File: config.mk
export PLATFORM = sky130hd
export DESIGN_NAME = alu_exec_unit
export DESIGN_NICKNAME = d
export VERILOG_FILES = /design/src/rtl/alu_exec_unit.sv
export SDC_FILE = /design/constraint.sdc
export NUM_CORES = 1
export LEC_CHECK = 0
export ABC_AREA = 1
export BUFFER_PORTS_ARGS = -buffer_cell sky130_fd_sc_hd__buf_2
export CAP_MARGIN = 20
export CORE_MARGIN = 2
export CORE_UTILIZATION = 55
export CTS_BUF_LIST = sky130_fd_sc_hd__clkbuf_8
export CTS_CLUSTER_DIAMETER = 30
export DETAILED_ROUTE_END_ITERATION = 6
export GPL_TIMING_DRIVEN = 0
export PLACE_DENSITY = 0.76
export RECOVER_POWER = 50
export SYNTH_ARGS = -nofsm -noshare
export SYNTH_HDL_FRONTEND = slang
export SYNTH_SLANG_ARGS = --single-unit
File: constraint.sdc
create_clock -name clk -period 4.96 [get_ports clk]
set_input_delay 0.248 -clock clk [delete_from_list [all_inputs] [get_ports clk]]
set_output_delay 0.248 -clock clk [all_outputs]
set_load 0.02 [all_outputs]
File: src/rtl/alu_exec_unit.sv
// alu_exec_unit: multi-cycle execute stage
// 1-cycle logic/arith, 1-bit/cycle shifts
module alu_exec_unit #(
  parameter  int WIDTH = 32,
  localparam int SHW   = $clog2(WIDTH)
) (
  input  logic             clk,
  input  logic             rst,
  input  logic             in_valid,
  output logic             in_ready,
  input  logic [2:0]       alu_ctrl,
  input  logic [WIDTH-1:0] src_a,
  input  logic [WIDTH-1:0] src_b,
  output logic             out_valid,
  input  logic             out_ready,
  output logic [WIDTH-1:0] result,
  output logic             zero,
  output logic             busy
);

  localparam logic [2:0] OP_ADD = 3'b000;
  localparam logic [2:0] OP_SLL = 3'b001;
  localparam logic [2:0] OP_SUB = 3'b010;
  localparam logic [2:0] OP_XOR = 3'b100;
  localparam logic [2:0] OP_SRL = 3'b101;
  localparam logic [2:0] OP_OR  = 3'b110;
  localparam logic [2:0] OP_AND = 3'b111;

  localparam logic [SHW-1:0] CNT_ONE = SHW'(1);

  typedef enum logic [1:0] {
    IDLE  = 2'd0,
    SHIFT = 2'd1,
    DONE  = 2'd2
  } state_t;

  state_t           state;
  logic [WIDTH-1:0] work;
  logic [SHW-1:0]   cnt;
  logic             dir_right;

  logic [SHW-1:0]   sh;
  logic             is_shift;
  logic             accept;
  logic [WIDTH-1:0] alu_val;
  logic [WIDTH-1:0] step;

  assign sh       = src_b[SHW-1:0];
  assign is_shift = (alu_ctrl == OP_SLL) ||
                    (alu_ctrl == OP_SRL);
  assign in_ready = (state == IDLE);
  assign busy     = (state != IDLE);
  assign accept   = in_valid && in_ready;

  // single-cycle ops; reserved code yields zero
  always_comb begin
    alu_val = '0;
    unique case (1'b1)
      alu_ctrl == OP_ADD: alu_val = src_a + src_b;
      alu_ctrl == OP_SUB: alu_val = src_a - src_b;
      alu_ctrl == OP_XOR: alu_val = src_a ^ src_b;
      alu_ctrl == OP_OR:  alu_val = src_a | src_b;
      alu_ctrl == OP_AND: alu_val = src_a & src_b;
      default:            alu_val = '0;
    endcase
  end

  // one bit position in the captured direction
  always_comb begin
    step = work << 1;
    if (dir_right) step = work >> 1;
  end

  // control FSM with registered result/zero/out_valid
  always_ff @(posedge clk) begin
    if (rst) begin
      state     <= IDLE;
      out_valid <= 1'b0;
      result    <= '0;
      zero      <= 1'b1;
      work      <= '0;
      cnt       <= '0;
      dir_right <= 1'b0;
    end else begin
      unique case (state)
        IDLE: begin
          if (accept) begin
            if (!is_shift) begin
              result    <= alu_val;
              zero      <= (alu_val == '0);
              out_valid <= 1'b1;
              state     <= DONE;
            end else if (sh == '0) begin
              result    <= src_a;
              zero      <= (src_a == '0);
              out_valid <= 1'b1;
              state     <= DONE;
            end else begin
              work      <= src_a;
              cnt       <= sh;
              dir_right <= alu_ctrl[2];
              state     <= SHIFT;
            end
          end
        end
        SHIFT: begin
          work <= step;
          cnt  <= cnt - CNT_ONE;
          if (cnt == CNT_ONE) begin
            result    <= step;
            zero      <= (step == '0);
            out_valid <= 1'b1;
            state     <= DONE;
          end
        end
        DONE: begin
          if (out_ready) begin
            out_valid <= 1'b0;
            state     <= IDLE;
          end
        end
        default: begin
          out_valid <= 1'b0;
          state     <= IDLE;
        end
      endcase
    end
  end

endmodule

==> qor.yml <==
run_status:
  status: "finished, final reports clean"
worst_setup_path:
  critical_path_required_ps: 5270
  cp-start-kind: "input pin"
  cp-end-kind: "flip-flop"
  crit_fanout: 5
  crit_top_cell: "nand2_1"
  worst-setup-path-type: "input pin to flip-flop"
  arrival_ps: 4640
  critPathMaxStageDelay_ps: 380
  slowest_stage: "ha_1"
placement:
  placed_cells: 1837
  dp_hpwl_mm: 26.8
  io_buffers: 105
  gp_congestion: 1.01
cts:
  h-tree-depth: 3
  cts.clk_slew.worst_paths_ps: 80
  cts_sinks: 74
  cts_resized: 0
  cts_buffer_depth: 2
  insertion_delay_ps: 370
  post_cts_buffers: 0
  tritoncts: "yes"
  clockRootBuffer: "clkbuf_8"
  cts_hold_buffers: 0
  cts_buffers: 9
floorplanning:
  rows: 46
  core_um2: 15900
  die_x_um: 132
  die_area_um2: 17400
  die_h_um: 132
  initial_utilization_pct: 56.5
  io_pins: 107
timing:
  clock.fmax_ghz: 0.231
  rsz0062_at_grt: "no"
  finalSetupViolCount: 0
  max-slew-margin-rel_pct: 54.9
  drv_slew: 0
  skew_ps: 7.80
  hold_viol: 0
  period_minus_slack_ps: 4330
  finalCritPeriodShare_pct: 87.2
  tns_ps: 0
  worst_pin_slew_ps: 674
final_layout:
  drive_above_1_share_pct: 7.27
  fin_cells: 1853
  fill_cells: 1666
  finish.utilization_pct: 62.7
  regArea_um2: 1480
  nets: 1803
  diodes: 0
  areaGrowthSynthToFinish_pct: 11.1
  multi_input_area_um2: 6340
yosys:
  synth_area_leader_cell: "dfxtp_1"
  synth_nets: 1687
  async_flop_share_pct: 0
  yosys-top-cells-count: "nand2_1 (369), inv_1 (244), nor2_1 (175)"
  ys_types: 41
  syn_avg_cell_area_um2: 5.94
  synth_area_leaders: "dfxtp_1 (16%), nand2_1 (15%), ha_1 (14%)"
  syn_area_um2: 9000
  yosys.cell_count.top_type: "nand2_1"
  syn_inst: 1516
  yosysWarnings: 0
  yosysSeqAreaShare_pct: 16.5
  synth_edf_count: 0
  synth_ff_type: "dfxtp_1"
  yosysTopAreaCellShare_pct: 16.5
  yosys_register_bits: 74
drt:
  drc_errors: 0
  vias: 10600
  drt-total-wl_mm: 32.5
  wl_per_cell_um: 17.6
  dr.pass1.iters: 7
  detail-route-antenna-nets: 0
  routed_via_density: 5.73
  drt_iter0_drc: 1085
global_route:
  antenna_found_initial: 0
  grt_max_degree: 14
  first_global_vias: 9756
  grt.total_usage_pct: 36.5
  grt_pass1_wl_mm: 50.6
  grt-ovfl-total: 0
hold_path:
  hold_path.class: "input pin to flip-flop"
power:
  pwr_density_cell_nw_per_um2: 335
  leakagePower_nw: 5.26
  peakVddDrop_uv: 277
job:
  drv_cap: 0
[cells by family after synthesis]
kind of cell,after synthesis,synth area share (%)
buffers and inverters,305,13.1
adder cells (fa/ha/maj),100,14.0
AO/OA/AOI/OAI,287,18.2
flip-flops,74,16.5
AND/OR/NAND/NOR,691,32.2
multiplexers,26,2.89
XOR/XNOR,33,3.21
[power breakdown]
group | internal (W) | switching [W] | total [W]
Combinational | 0.000555 | 0.00127 | 0.00182
Sequential | 0.000794 | 0.000140 | 0.000934
Clock | 0.000350 | 0.000244 | 0.000593
Total | 0.00170 | 0.00165 | 0.00335
[cell type report]
cell class,instances,share of cell area [%]
clock inverter,6,1.13
clock buffer,10,1.38
timing repair buffer,105,4.79
sequential,74,14.8
buffer,54,2.38
inverter,251,9.42
multi-input combinational,1137,63.4
tap,216,2.70
[critical path, delay by kind of cell]
| family | cells | cell delay, ps |
|---|---|---|
| buf+inv | 4 | 420 |
| xor+xnor | 1 | 170 |
| simple gates | 25 | 2900 |
| fa+ha+maj | 2 | 550 |
| compound gates | 2 | 350 |
[state kept, by name (all words and copies together), names as in the netlist]
register and flops:
cnt 5, dir_right 1, out_valid 1, result 32, state 2, work 32
zero 1
[metrics by stage]
stage	worst slack [ps]	instance area (µm²)	power, W	hold slack (ps)
after floorplan	1490	9000	0.00214	409
after global placement	364	9800	0.00270	455
after detailed placement	351	9800	0.00272	460
after CTS	725	10000	0.00332	163
after global routing	45.4	10000	0.00358	171
final	633	10000	0.00335	171
[path summary, 6_finish.rpt]
check	start	end	slack [ps]	depth (start not counted)
worst min register to register	cnt[4]	cnt[4]	480	2
worst max register to register	state[1]	result[3]	2450	8
worst min-delay path	in_valid	dir_right	170	3
worst max-delay path	src_b[0]	zero	630	34
[routing by layer]
metal / wire length (µm) / vias to the layer above / track usage (%)
met4: 1260 / 0 / 13.6
li1: - / 5163 / -
met2: 14400 / 517 / 59.8
met3: 2640 / 85 / 4.81
met5: 0 / - / 0
met1: 14200 / 4856 / 48.9
[layout by cell type, fill, tap and decap left out, types with 3 or more instances in the layout]
cell / n
a211oi_1: 3
ha_1: 99
bufinv_16: 3
nand2_1: 369
buf_4: 3
or2_2: 3
clkbuf_1: 72
buf_2: 81
nand3b_1: 10
clkbuf_8: 10
nand3_1: 82
nand4_1: 27
nor3_1: 8
inv_2: 6
a221oi_1: 23
mux2i_1: 26
o21ai_0: 89
inv_1: 245
nor2_2: 3
nor2_1: 175
a31oi_1: 5
a21oi_1: 138
xor2_1: 32
a311oi_1: 21
nor4_1: 6
dfxtp_1: 74
Note: power is estimated with default switching activity, not from simulation.
